===== src/rtl/pixel_pack_pkg.sv =====
// Shared constants and the pixel clamp helpers for the pixel pack FIFO.
package pixel_pack_pkg;

    localparam int unsigned LANES   = 4;
    localparam int unsigned PIX_W   = 8;
    localparam int unsigned WORD_W  = 32;
    localparam logic [7:0]  PIX_MAX = 8'd255;

    function automatic logic is_clamped(input logic signed [WORD_W-1:0] v);
        return (v < 0) || (v > 255);
    endfunction

    function automatic logic [PIX_W-1:0] clamp_pix(input logic signed [WORD_W-1:0] v);
        if (v < 0) begin
            return '0;
        end else if (v > 255) begin
            return PIX_MAX;
        end else begin
            return v[PIX_W-1:0];
        end
    endfunction

endpackage


===== src/rtl/pixel_pack_sfifo.sv =====
// Generic show-ahead synchronous FIFO; a push into a full FIFO is taken only
// when a pop happens in the same cycle.
module pixel_pack_sfifo #(
    parameter int unsigned WIDTH = 32,
    parameter int unsigned DEPTH = 16,
    parameter int unsigned AW    = 4
) (
    input  logic             clk,
    input  logic             rstn,
    input  logic             push,
    input  logic [WIDTH-1:0] wdata,
    input  logic             pop,
    output logic [WIDTH-1:0] rdata,
    output logic             full,
    output logic             empty,
    output logic [AW:0]      level
);

    localparam logic [AW:0] FULL_LVL = (AW+1)'(DEPTH);

    logic [WIDTH-1:0] mem_q [DEPTH];
    logic [AW-1:0]    wptr_q, wptr_d;
    logic [AW-1:0]    rptr_q, rptr_d;
    logic [AW:0]      level_q, level_d;
    logic             do_push, do_pop;

    always_comb begin
        do_pop  = pop && (level_q != '0);
        do_push = push && ((level_q != FULL_LVL) || do_pop);
        wptr_d  = do_push ? wptr_q + AW'(1) : wptr_q;
        rptr_d  = do_pop  ? rptr_q + AW'(1) : rptr_q;
        level_d = level_q;
        if (do_push && !do_pop) begin
            level_d = level_q + (AW+1)'(1);
        end else if (!do_push && do_pop) begin
            level_d = level_q - (AW+1)'(1);
        end
    end

    always_ff @(posedge clk or negedge rstn) begin
        if (!rstn) begin
            wptr_q  <= '0;
            rptr_q  <= '0;
            level_q <= '0;
        end else begin
            wptr_q  <= wptr_d;
            rptr_q  <= rptr_d;
            level_q <= level_d;
        end
    end

    always_ff @(posedge clk) begin
        if (do_push) begin
            mem_q[wptr_q] <= wdata;
        end
    end

    // Storage is not reset, so the head is forced to zero while empty.
    assign empty = (level_q == '0);
    assign full  = (level_q == FULL_LVL);
    assign level = level_q;
    assign rdata = empty ? '0 : mem_q[rptr_q];

endmodule


===== src/rtl/pixel_pack_fifo.sv =====
// Normalises signed pixels to 8 bits, packs four per word and buffers them.
// Optional PIXEL_PACK_STATS_EN adds saturating sat_cnt/drop_cnt counters.
module pixel_pack_fifo
    import pixel_pack_pkg::*;
#(
    parameter int unsigned DEPTH = 16,
    parameter int unsigned AW    = 4
) (
    input  logic        clk,
    input  logic        rstn,
    input  logic        in_valid,
    input  logic [31:0] in_pixel,
    input  logic [3:0]  cfg_shift,
    input  logic        flush,
    input  logic        clr_ovf,
    output logic        m_valid,
    output logic [31:0] m_data,
    input  logic        m_ready,
    output logic [AW:0] level,
    output logic        overflow,
    output logic [1:0]  lane_cnt
`ifdef PIXEL_PACK_STATS_EN
    ,
    output logic [15:0] sat_cnt,
    output logic [15:0] drop_cnt
`endif
);

    logic [WORD_W-1:0]        pack_q, pack_d, word;
    logic [1:0]               lane_q, lane_d;
    logic                     ovf_q, ovf_d;
    logic signed [WORD_W-1:0] v;
    logic [PIX_W-1:0]         pix;
    logic                     push_req, pop, drop, sat, full, empty;

    always_comb begin
        v    = $signed(in_pixel) >>> cfg_shift;
        pix  = clamp_pix(v);
        sat  = in_valid && is_clamped(v);
        word = pack_q;
        if (in_valid) begin
            word[{lane_q, 3'b000} +: PIX_W] = pix;
        end
        // Flush with a same-cycle pixel still yields exactly one push.
        push_req = (in_valid && (lane_q == 2'd3)) || (flush && (in_valid || (lane_q != 2'd0)));
        pack_d   = pack_q;
        lane_d   = lane_q;
        if (push_req) begin
            pack_d = '0;
            lane_d = 2'd0;
        end else if (in_valid) begin
            pack_d = word;
            lane_d = lane_q + 2'd1;
        end
        pop   = m_valid && m_ready;
        drop  = push_req && full && !pop;
        ovf_d = drop ? 1'b1 : (clr_ovf ? 1'b0 : ovf_q);
    end

    always_ff @(posedge clk or negedge rstn) begin
        if (!rstn) begin
            pack_q <= '0;
            lane_q <= '0;
            ovf_q  <= 1'b0;
        end else begin
            pack_q <= pack_d;
            lane_q <= lane_d;
            ovf_q  <= ovf_d;
        end
    end

    pixel_pack_sfifo #(
        .WIDTH(WORD_W),
        .DEPTH(DEPTH),
        .AW   (AW)
    ) u_sfifo (
        .clk  (clk),
        .rstn (rstn),
        .push (push_req),
        .wdata(word),
        .pop  (pop),
        .rdata(m_data),
        .full (full),
        .empty(empty),
        .level(level)
    );

    assign m_valid  = !empty;
    assign overflow = ovf_q;
    assign lane_cnt = lane_q;

`ifdef PIXEL_PACK_STATS_EN
    logic [15:0] sat_q, sat_d, drop_q, drop_d;

    always_comb begin
        sat_d  = sat_q;
        drop_d = drop_q;
        if (clr_ovf) begin
            sat_d  = '0;
            drop_d = '0;
        end else begin
            if (sat && (sat_q != 16'hFFFF)) sat_d = sat_q + 16'd1;
            if (drop && (drop_q != 16'hFFFF)) drop_d = drop_q + 16'd1;
        end
    end

    always_ff @(posedge clk or negedge rstn) begin
        if (!rstn) begin
            sat_q  <= '0;
            drop_q <= '0;
        end else begin
            sat_q  <= sat_d;
            drop_q <= drop_d;
        end
    end

    assign sat_cnt  = sat_q;
    assign drop_cnt = drop_q;
`endif

endmodule


===== config.mk =====
export PLATFORM = sky130hd
export DESIGN_NAME = pixel_pack_fifo
export DESIGN_NICKNAME = d
export VERILOG_FILES = /design/src/rtl/pixel_pack_pkg.sv /design/src/rtl/pixel_pack_sfifo.sv /design/src/rtl/pixel_pack_fifo.sv
export SDC_FILE = /design/constraint.sdc
export NUM_CORES = 1
export LEC_CHECK = 0
export ABC_AREA = 1
export CORE_UTILIZATION = 55
export DETAILED_ROUTE_END_ITERATION = 8
export DONT_BUFFER_PORTS = 1
export PLACE_DENSITY = 0.7
export SLEW_MARGIN = 20
export SYNTH_ARGS = -nofsm -noshare
export SYNTH_HDL_FRONTEND = slang
export SYNTH_HIERARCHICAL = 1
export SYNTH_SLANG_ARGS = --single-unit

===== constraint.sdc =====
create_clock -name clk -period 4.55 [get_ports clk]
set_input_delay 0 -clock clk [delete_from_list [all_inputs] [get_ports clk]]
set_output_delay 0 -clock clk [all_outputs]
set_load 0.01 [all_outputs]

==> run_results.csv <==
group,metric,value,unit
run_status,status,"complete, no violations",
placed_design,dpl.hpwl,35200,um
detailed_routing,wl_per_cell,21.2,um
floorplan,rows,76,
logic_synthesis,yosysUniqueCellTypes,33,
floorplan,die_h,212,um
global_route,grt_overflow,0,
global_route,groute.usage.overall,27.9,%
final_layout,final_cells,2880,
final_layout,n_antenna_cell,0,
worst_setup_path,crit_fanout,18,
timing,slew_headroom,28.4,%
final_layout,post-route-util,61.8,%
timing,finalSetupViolations,0,
placed_design,port-buffer-count,0,
logic_synthesis,syn_inst,2260,
detailed_routing,drc,0,
power_and_ir_drop,p_sw,5.98,mW
clock_tree,cts.sinks,560,
placed_design,gp_congestion,0.934,
worst_setup_path,r2r_slack,1.0,ns
worst_setup_path,end_kind,"flip-flop",
clock_tree,cts_resized,0,
power_and_ir_drop,peakVddDrop,0.000698,V
logic_synthesis,seq_area_frac_synth,68.3,%
timing,fmax,281,MHz
logic_synthesis,synth_edf_count,512,
floorplan,die_width,212,um
placed_design,dp_cells,2764,
final_layout,area_growth,10.1,%
worst_setup_path,required,5.08,ns
worst_setup_path,critical_path_arrival,4.08,ns
worst_setup_path,worst_r2r_endpoint,"u_sfifo/level[4]",
clock_tree,worstSkewPairLatency,0.60,ns
power_and_ir_drop,cell_internal_pwr,9.94,mW
global_route,grt_first_pass_wirelength,93800,um
power_and_ir_drop,clkPwrFrac,27.7,%
global_route,grt_pass1_vias,16200,
final_layout,drive_gt1_share,7.49,%
power_and_ir_drop,power_frac_comb,33.2,%
power_and_ir_drop,switching_share,37.6,%
power_and_ir_drop,power_density,596,nW/um2
run,drv_cap,0,
clock_tree,clkSlewWorstSetupHoldPaths,0.06,ns
clock_tree,clockBufferDepth,3,
timing,timing.final.ws_setup,0.997,ns
detailed_routing,wl,61000,um
logic_synthesis,yosys_register_bits,560,
timing,post-route-period-util,78.1,%
floorplan,core_area,43300,um2
timing,fin_crit,3.55,ns
floorplan,pin_count,83,
timing,finClkSkew,0.0165,ns
timing,finalHoldViolCount,0,
clock_tree,cts.htree.levels,2,
detailed_routing,viasPerCell,5.82,
detailed_routing,first_pass_iters,5,
worst_setup_path,r2r_start,"lane_cnt[0]",
worst_setup_path,ff2ff_path_depth,16,
timing,rsz0062_at_grt,"no",
placed_design,preCtsSetupSlack,1.04,ns
logic_synthesis,ys_warn_count,6,
clock_tree,cts_tree,"yes",
global_route,antenna_found_initial,0,
logic_synthesis,ys_async_sr_fraction,8.57,%
detailed_routing,vias,16800,
min_path,min_path_type,"in -> async",
worst_setup_path,startpoint_type,"flip-flop",
placed_design,dpl_cell_area,24800,um2
power_and_ir_drop,seqPwrFrac,39.1,%
logic_synthesis,synth_ff_type,"edfxtp_1",
logic_synthesis,avgSynthCellArea,10.7,um2
global_route,grt_max_degree,172,
clock_tree,cts_buffers,56,
detailed_routing,drt_iter0_markers,1826,
worst_setup_path,critPathKind,"reg -> reg",
clock_tree,cts_root_buffer,"clkbuf_16",
final_layout,design_area,26700,um2
timing,worst_pin_slew,1.07,ns
power_and_ir_drop,leakage,10.2,nW
floorplan,die_area,45000,um2
timing,fin_setup_tns,0,ns
logic_synthesis,synth_fp_nets,2317,
final_layout,fin_nets,2308,
timing,drv_slew,0,
detailed_routing,antenna_left,0,
floorplan,initial_core_util,56.1,%
logic_synthesis,syn_area,24300,um2
## how the worst max path moves through the flow
stage / slack [ns] / cells after the start / end / start
after global placement: 1.18 / 16 / u_sfifo/level[4] / lane_cnt[0]
after global routing: 0.71 / 16 / u_sfifo/level[4] / lane_cnt[0]
after floorplan: 0.55 / 11 / u_sfifo/mem_q[11][0] / lane_cnt[0]
final: 1.0 / 16 / u_sfifo/level[4] / lane_cnt[0]
after CTS: 1.04 / 10 / u_sfifo/mem_q[4][5] / lane_cnt[0]
after detailed placement: 1.04 / 10 / u_sfifo/mem_q[4][3] / lane_cnt[0]
## registers in the layout (all words and copies together) (netlist names)
register / flops
u_sfifo/mem_q: 512
pack_q: 32
u_sfifo/level: 5
u_sfifo/rptr_q: 4
u_sfifo/wptr_q: 4
lane_cnt: 2
overflow: 1
## cell type report
type | instances | area (um2)
Clock inverter | 27 | 254
Multi-Input combinational cell | 1476 | 6680
Inverter | 95 | 367
Clock buffer | 75 | 1500
Fill cell | 3409 | 16500
Timing Repair Buffer | 62 | 612
Sequential cell | 560 | 16600
Tap cell | 585 | 732
## cell families after synthesis
family | Yosys count | synth area share, %
flip-flops | 560 | 68.3
adder cells (fa/ha/maj) | 15 | 0.804
AND/OR/NAND/NOR | 1360 | 23.7
XOR/XNOR | 9 | 0.325
AO/OA/AOI/OAI | 92 | 1.98
buffers and inverters | 224 | 4.94
## power groups by stage
stage / clock network (mW) / logic (mW) / registers (mW)
floorplan: 0 / 3.96 / 6.21
global placement: 0 / 5.15 / 6.32
detailed placement: 0 / 5.24 / 6.32
CTS: 4.47 / 5.29 / 6.22
global route: 4.67 / 5.83 / 6.25
finish: 4.42 / 5.29 / 6.22
## layout by cell type, fill, tap and decap left out, types with 22 or more instances in the layout
master and count:
nand4_1 22, nor2_1 61, nand2_1 808, dfrtp_1 44, buf_4 42, nand3_1 444
edfxtp_1 512, clkbuf_16 56, inv_1 84, o21ai_0 24, a21oi_1 39
## worst max-delay path, stage by stage (launching register included)
cell and delay [ns]:
dfrtp_1 0.57, inv_1 0.23, ha_1 0.18, clkinv_1 0.35
o21ai_0 0.46, nand2_1 0.12, nand2_1 0.14, inv_2 0.11
ha_1 0.24, inv_1 0.15, ha_1 0.29, nand2_1 0.09
nand2_1 0.07, a21oi_1 0.18, xor2_1 0.18, nand2_1 0.08
nand2_1 0.06
## Yosys cell counts, types with 2 or more instances
cell | n | area, um2
nand2_1 | 808 | 3030
edfxtp_1 | 512 | 15400
nand3_1 | 444 | 2220
inv_1 | 85 | 319
nor2_1 | 77 | 289
buf_2 | 55 | 275
dfrtp_1 | 48 | 1200
a21oi_1 | 39 | 195
buf_6 | 26 | 293
o21ai_0 | 25 | 125
nand4_1 | 22 | 138
clkbuf_1 | 20 | 75.1
buf_4 | 16 | 120
o21ai_1 | 16 | 80.1
ha_1 | 14 | 175
buf_1 | 10 | 37.5
xor2_1 | 8 | 70.1
o22ai_1 | 7 | 43.8
clkinv_1 | 5 | 18.8
inv_2 | 4 | 15.0
o211ai_1 | 4 | 30.0
nor3_1 | 3 | 15.0
buf_12 | 2 | 40.0
## routing by layer
layer	global-route usage [%]	wire, um	up-vias	part of all wire, %
met1	38.7	25000	8102	41
li1	-	-	7747	-
met4	9.55	1810	0	3.0
met5	0	0	-	0
met3	5.13	5510	114	9.0
met2	44.4	28700	808	47
## timing repair
| item | in CTS | in global routing |
|---|---|---|
| setup buffers | 0 | 0 |
| hold endpoints to repair | 76 | 1 |
| hold buffers | 12 | 1 |
## metrics by stage
stage                     hold slack (ns)  total power [mW]
after floorplan                    -0.296              10.2
after global placement             -0.293              11.5
after detailed placement           -0.293              11.6
after CTS                          0.0187              16.0
after global routing               0.0409              16.8
final                              0.0305              15.9
(Power assumes the default switching activity.)
